===== src/rtl/serial_subtractor.sv =====
`default_nettype none
// ============================================================================
// Module      : serial_subtractor
// Description : Bit-serial WIDTH-bit subtractor, Diff = A - B - Bin, computed
//               LSB first with one full-subtractor cell and a borrow flop.
//               Uses a start/busy/done handshake.
// Ports       : clk    - rising-edge clock
//               rst_n  - asynchronous active-low reset
//               start  - request, sampled only when idle
//               A, B   - minuend / subtrahend, sampled on the accepting edge
//               Bin    - borrow-in, sampled on the accepting edge
//               busy   - high while shifting or presenting the result
//               done   - one-cycle pulse, Diff/Bout valid
//               Diff   - registered result, held until the next result
//               Bout   - registered final borrow-out, held with Diff
//               ovf    - signed overflow (only with SERIAL_SUB_OVF_EN)
// Options     : define SERIAL_SUB_OVF_EN to add the ovf output
// Revision    : 1.0 - initial release
// ============================================================================
module serial_subtractor #(
    parameter int WIDTH = 4
) (
    input  logic             clk,
    input  logic             rst_n,
    input  logic             start,
    input  logic [WIDTH-1:0] A,
    input  logic [WIDTH-1:0] B,
    input  logic             Bin,
    output logic             busy,
    output logic             done,
    output logic [WIDTH-1:0] Diff,
    output logic             Bout
`ifdef SERIAL_SUB_OVF_EN
    ,
    output logic             ovf
`endif
);

    localparam int CNT_W = (WIDTH > 2) ? $clog2(WIDTH) : 1;
    localparam logic [CNT_W-1:0] CNT_LAST = CNT_W'(WIDTH - 1);

    typedef enum logic [1:0] {
        S_IDLE  = 2'd0,
        S_SHIFT = 2'd1,
        S_DONE  = 2'd2
    } state_t;

    state_t             state_q, state_d;
    logic [WIDTH-1:0]   a_q, a_d;
    logic [WIDTH-1:0]   b_q, b_d;
    logic [WIDTH-1:0]   res_q, res_d;
    logic [WIDTH-1:0]   diff_q, diff_d;
    logic [CNT_W-1:0]   cnt_q, cnt_d;
    logic               br_q, br_d;
    logic               bout_q, bout_d;
    logic               ovf_q, ovf_d;

    logic               d_bit;
    logic               br_next;

    // Full-subtractor cell on the current LSBs
    assign d_bit   = a_q[0] ^ b_q[0] ^ br_q;
    assign br_next = (~a_q[0] & b_q[0]) | (~(a_q[0] ^ b_q[0]) & br_q);

    always_comb begin
        state_d = state_q;
        a_d     = a_q;
        b_d     = b_q;
        res_d   = res_q;
        diff_d  = diff_q;
        cnt_d   = cnt_q;
        br_d    = br_q;
        bout_d  = bout_q;
        ovf_d   = ovf_q;

        case (state_q)
            S_IDLE: begin
                if (start) begin
                    a_d     = A;
                    b_d     = B;
                    br_d    = Bin;
                    cnt_d   = '0;
                    state_d = S_SHIFT;
                end
            end
            S_SHIFT: begin
                res_d = {d_bit, res_q[WIDTH-1:1]};
                a_d   = a_q >> 1;
                b_d   = b_q >> 1;
                br_d  = br_next;
                cnt_d = cnt_q + CNT_W'(1);
                if (cnt_q == CNT_LAST) begin
                    diff_d  = {d_bit, res_q[WIDTH-1:1]};
                    bout_d  = br_next;
                    // On the last bit the shift registers hold the operand
                    // sign bits in position 0, and d_bit is the result sign.
                    ovf_d   = (a_q[0] != b_q[0]) & (d_bit != a_q[0]);
                    cnt_d   = '0;
                    state_d = S_DONE;
                end
            end
            S_DONE: begin
                state_d = S_IDLE;
            end
            default: begin
                state_d = S_IDLE;
            end
        endcase
    end

    always_ff @(posedge clk or negedge rst_n) begin
        if (!rst_n) begin
            state_q <= S_IDLE;
            a_q     <= '0;
            b_q     <= '0;
            res_q   <= '0;
            diff_q  <= '0;
            cnt_q   <= '0;
            br_q    <= 1'b0;
            bout_q  <= 1'b0;
            ovf_q   <= 1'b0;
        end else begin
            state_q <= state_d;
            a_q     <= a_d;
            b_q     <= b_d;
            res_q   <= res_d;
            diff_q  <= diff_d;
            cnt_q   <= cnt_d;
            br_q    <= br_d;
            bout_q  <= bout_d;
            ovf_q   <= ovf_d;
        end
    end

    assign busy = (state_q != S_IDLE);
    assign done = (state_q == S_DONE);
    assign Diff = diff_q;
    assign Bout = bout_q;

`ifdef SERIAL_SUB_OVF_EN
    assign ovf = ovf_q;
`else
    // Overflow flop is trimmed away when the output is not built
    logic unused_ovf;
    assign unused_ovf = ovf_q;
`endif

endmodule
`default_nettype wire


===== config.mk =====
export PLATFORM = sky130hd
export DESIGN_NAME = serial_subtractor
export DESIGN_NICKNAME = d
export VERILOG_FILES = /design/src/rtl/serial_subtractor.sv
export SDC_FILE = /design/constraint.sdc
export NUM_CORES = 1
export LEC_CHECK = 0
export ABC_CLOCK_PERIOD_IN_PS = 1960
export CAP_MARGIN = 20
export CORE_MARGIN = 1
export CORE_UTILIZATION = 30
export CTS_CLUSTER_DIAMETER = 50
export DETAILED_ROUTE_END_ITERATION = 8
export HOLD_SLACK_MARGIN = 0.02
export PLACE_DENSITY = 0.55
export SLEW_MARGIN = 20
export SYNTH_ARGS = -nofsm -noshare
export SYNTH_HDL_FRONTEND = slang
export SYNTH_SLANG_ARGS = --single-unit
export TNS_END_PERCENT = 30

===== constraint.sdc =====
create_clock -name clk -period 1.96 [get_ports clk]
set_input_delay 0.294 -clock clk [delete_from_list [all_inputs] [get_ports clk]]
set_output_delay 0.294 -clock clk [all_outputs]
set_load 0.02 [all_outputs]

Word level (Yosys, flattened, before mapping)
Index checks and enable logic that the tools add are counted.

word-level totals
  flip-flop bits (word level) = 22
  logic and storage cells = 39
  output and inout port bits = 7

cells by class
  reductions and logical operators = 6
  $add $sub $neg = 1
  eq/ne operators = 5
  bitwise logic cells = 7
  muxes and demuxes = 12

operators by type and width
  cell                                                                   number
  4-bit case mux with 2 select lines                                     2
  2-bit 2-to-1 mux                                                       4
  4-bit 2-to-1 mux                                                       2
  2-bit case mux with 2 select lines                                     2
  2-bit AND reduction                                                    3
  2-bit equality test, second input constant                             2
  2-bit != test, second input constant                                   2
  2-bit nonzero test                                                     2
  2-bit by 1-bit adder with 2-bit output, second input constant          1
  1-bit AND                                                              2
  2-bit by 1-bit equality test with 1-bit output, second input constant  1
  2-bit logical NOT                                                      1
  1-bit NOT                                                              2
  1-bit case mux with 2 select lines                                     1
  1-bit XOR                                                              2
  1-bit 2-to-1 mux                                                       1
  1-bit OR                                                               1

Logic depth before layout (Yosys ltp)
Gate-level depths: netlist (run 1).

  word-level depth = 5
  gate-level depth with buffers = 4
  depth with buffers taken out = 3

Worst setup path before layout (run 1)
OpenSTA, ideal clock, no wires.

  kind = register to output
  from = register state_q[0]
  to = output port busy
  stages on the path, launching flop included = 4
  setup slack = 0.691 ns
  buffers on the path = 2
  required time = 1.666 ns
  data arrival time = 0.975 ns
  cell sequence = dfrtp_1 buf_6 buf_2 or2_2

on the way
  word-level cells in the longest chain between the ends = 1

RTL lines
  element                 RTL line  RTL
  from (decl)             48        state_t state_q, state_d;
  from (signal assigned)  123       state_q <= state_d;
  2-bit nonzero test      135       assign busy = (state_q != S_IDLE);
  to (decl)               29        output logic busy,

No other way between the ends.

Worst setup path in the final report (run 1)
  from = register state_q[1]
  to = output port busy

Same word-level chain as after synthesis.

==> impl_metrics.env, run 1 <==
export IMPL_hold_viol=0
export IMPL_power_leakage_nw=0.544
export IMPL_rows=20
export IMPL_crit_fanout=3
export IMPL_synth_flop_cell="dfrtp_1"
export IMPL_synth_edff_count=0
export IMPL_start_util=0.319
export IMPL_pwr_density_cell_mw_per_mm2=1500
export IMPL_diodes=0
export IMPL_worst_slew_pin_slew_ns=0.295
export IMPL_clkLatencyLatePin_ns=0.29
export IMPL_pwr_share_seq=0.396
export IMPL_cts_hold_buf=0
export IMPL_postSynth_asyncResetShare=1.00
export IMPL_finalSetupTns_ns=0
export IMPL_yosysSeqAreaShare=0.531
export IMPL_switching_share=0.350
export IMPL_die_area_mm2=0.00353
export IMPL_final_common_cell="dfrtp_1"
export IMPL_ant_nets=0
export IMPL_fillers=330
export IMPL_final_cell_mix="dfrtp_1 (21), clkdlybuf4s50_1 (18), inv_1 (7), mux2_2 (7), buf_4 (5)"
export IMPL_drt_initial_drc_count=16
export IMPL_routedWlPerCell_um=12.4
export IMPL_placedCellCount=138
export IMPL_p_sw_w=0.000660
export IMPL_worst_path_max_delay_cell="clkdlybuf4s50_1"
export IMPL_max_stage_delay_ns=0.54
export IMPL_cts_buffers=3
export IMPL_cts_tree="built"
export IMPL_p_comb_frac=0.497
export IMPL_drc_errors=0
export IMPL_track_usage=0.123
export IMPL_die_w_um=59.4
export IMPL_worstSetupStartpointType="register"
export IMPL_cts_num_sinks=21
export IMPL_grt_pass1_wl_mm=3.19
export IMPL_routabilityCongestion=0.749
export IMPL_ioPinCount=19
export IMPL_h_tree_depth=1
export IMPL_clk_pin_slew_ns=0.11
export IMPL_dp_hpwl_mm=1.31
export IMPL_syn_nets=90
export IMPL_setup_viol=0
export IMPL_synth_seq_cells=21
export IMPL_fp_dieH_um=59.4
export IMPL_worstSetupEndpointType="output pin"
export IMPL_path_cells="or2_2, clkdlybuf4s50_1"
export IMPL_post_cts_buffers=0
export IMPL_cp_top_family="buffers and inverters"
export IMPL_nets=113
export IMPL_worstSetupPathType="reg2out"
export IMPL_drive_gt1_frac=0.224
export IMPL_clkPwrFrac=0.107
export IMPL_ys_types=29
export IMPL_hp_class="in2async"
export IMPL_gr_total_overflow=0
export IMPL_status="completed"
export IMPL_rr_startpoint="state_q[1]"
export IMPL_core_area_mm2=0.00310
export IMPL_max_freq_ghz=0.551
export IMPL_worstPathRequired_ns=1.67
export IMPL_syn_inst=76
export IMPL_syn_cell_area_um2=990
export IMPL_viasPerCell=4.83
export IMPL_final_cells=142
export IMPL_fin_ws_ns=0.146
export IMPL_slew_viol_final=0
export IMPL_drt_pass1_iter_count=4
export IMPL_cts_buffer_depth=2
export IMPL_drt_wl_total_mm=1.76
export IMPL_syn_to_final_growth_pct=26.5
export IMPL_skew_ns=0.00140
export IMPL_maxCapViolCount=0
export IMPL_path_depth=2
export IMPL_reg2regPathDepth=3
export IMPL_rsz0062_at_grt="false"
export IMPL_dp_slack_ns=0.431
export IMPL_ir_drop_mv=0.554
export IMPL_final_util=0.404
export IMPL_critical_path_buf_inv_count=1
export IMPL_reg2reg_slack_ns=0.60
export IMPL_dr_total_vias=686
export IMPL_slew_headroom=0.801
export IMPL_arrival_ns=1.52
export IMPL_first_global_vias=708
export IMPL_avgSynthCellArea_um2=13.0
export IMPL_cts_root_buf="clkbuf_4"
export IMPL_reg2reg_to="Diff[2]"
export IMPL_ys_warnings_count=0
export IMPL_p_int_w=0.00122
export IMPL_layout_min_cycle_time_ns=1.81
export IMPL_port_buffers=18
export IMPL_grt_max_degree=22
export IMPL_post_cts_resized=0
export IMPL_antenna_found_initial=0
export IMPL_period_share=0.925
export IMPL_holdWs_ns=0.323
==> cell type report <==
type,instances,area [um^2],area share
sequential,21,526,0.420
multi-input combinational,43,402,0.321
timing repair buffer,23,218,0.174
tap,44,55.1,0.0440
clock buffer,4,26.3,0.0210
inverter,7,26.3,0.0210
==> power groups by stage <==
stage          sequential (W)  combinational, W  clock (W)
2_1_floorplan        0.000803          0.000604          0
3_3_place_gp         0.000754          0.000909          0
3_5_place_dp         0.000761          0.000947          0
4_1_cts              0.000752          0.000947   0.000213
5_1_grt              0.000777           0.00104   0.000233
6_report             0.000746          0.000936   0.000202
==> metal layers <==
metal	share of wire	wire, um	GRT usage	vias up
li1	-	-	-	326
met1	0.48	849	0.155	342
met2	0.46	816	0.197	16
met3	0.047	83	0.0459	2
met4	0.0068	12	0.0306	0
met5	0	0	0	-
==> metrics by stage <==
step / total power, W / instance area, um^2
finish: 0.00188 / 1250
global route: 0.00205 / 1250
CTS: 0.00191 / 1250
detailed placement: 0.00171 / 1230
global placement: 0.00166 / 1230
floorplan: 0.00141 / 990
==> synthesized netlist by cell type (2+ instances only) <==
cell type | instances | area (um^2)
or4b_1 | 3 | 30.0
nor4b_1 | 4 | 35.0
a22o_1 | 2 | 17.5
inv_1 | 7 | 26.3
buf_6 | 2 | 22.5
a221oi_1 | 4 | 35.0
nor2b_1 | 2 | 12.5
mux2_2 | 7 | 78.8
dfrtp_1 | 21 | 526
nand2b_1 | 3 | 18.8
o221a_2 | 3 | 33.8
==> worst max path at each step <==
stage / startpoint / end
finish: state_q[1] / busy
CTS: state_q[1] / busy
global route: state_q[1] / busy
global placement: start / b_q[0]
detailed placement: start / a_q[3]
floorplan: state_q[0] / busy
==> registers in the layout (all words and copies together) (netlist names) <==
signal and cells:
Diff 4, a_q 4, cnt_q 2, b_q 4, br_q 1, res_q 3
state_q 2, Bout 1
==> kinds of logic after synthesis <==
kind of cell / count (synthesis) / synth area share
buffers and inverters: 12 / 0.0632
AO/OA/AOI/OAI: 14 / 0.131
flip-flops: 21 / 0.531
adder cells (fa/ha/maj): 2 / 0.0329
AND/OR/NAND/NOR: 19 / 0.152
multiplexers: 8 / 0.0898
Note: power is estimated with default switching activity, not from simulation.
==> inputs of run 2 (changes only) <==
SLEW_MARGIN = 25   (was 20)
==> results of run 2 <==
No change in the layout: final DEF, timing and power equal those of run 1.
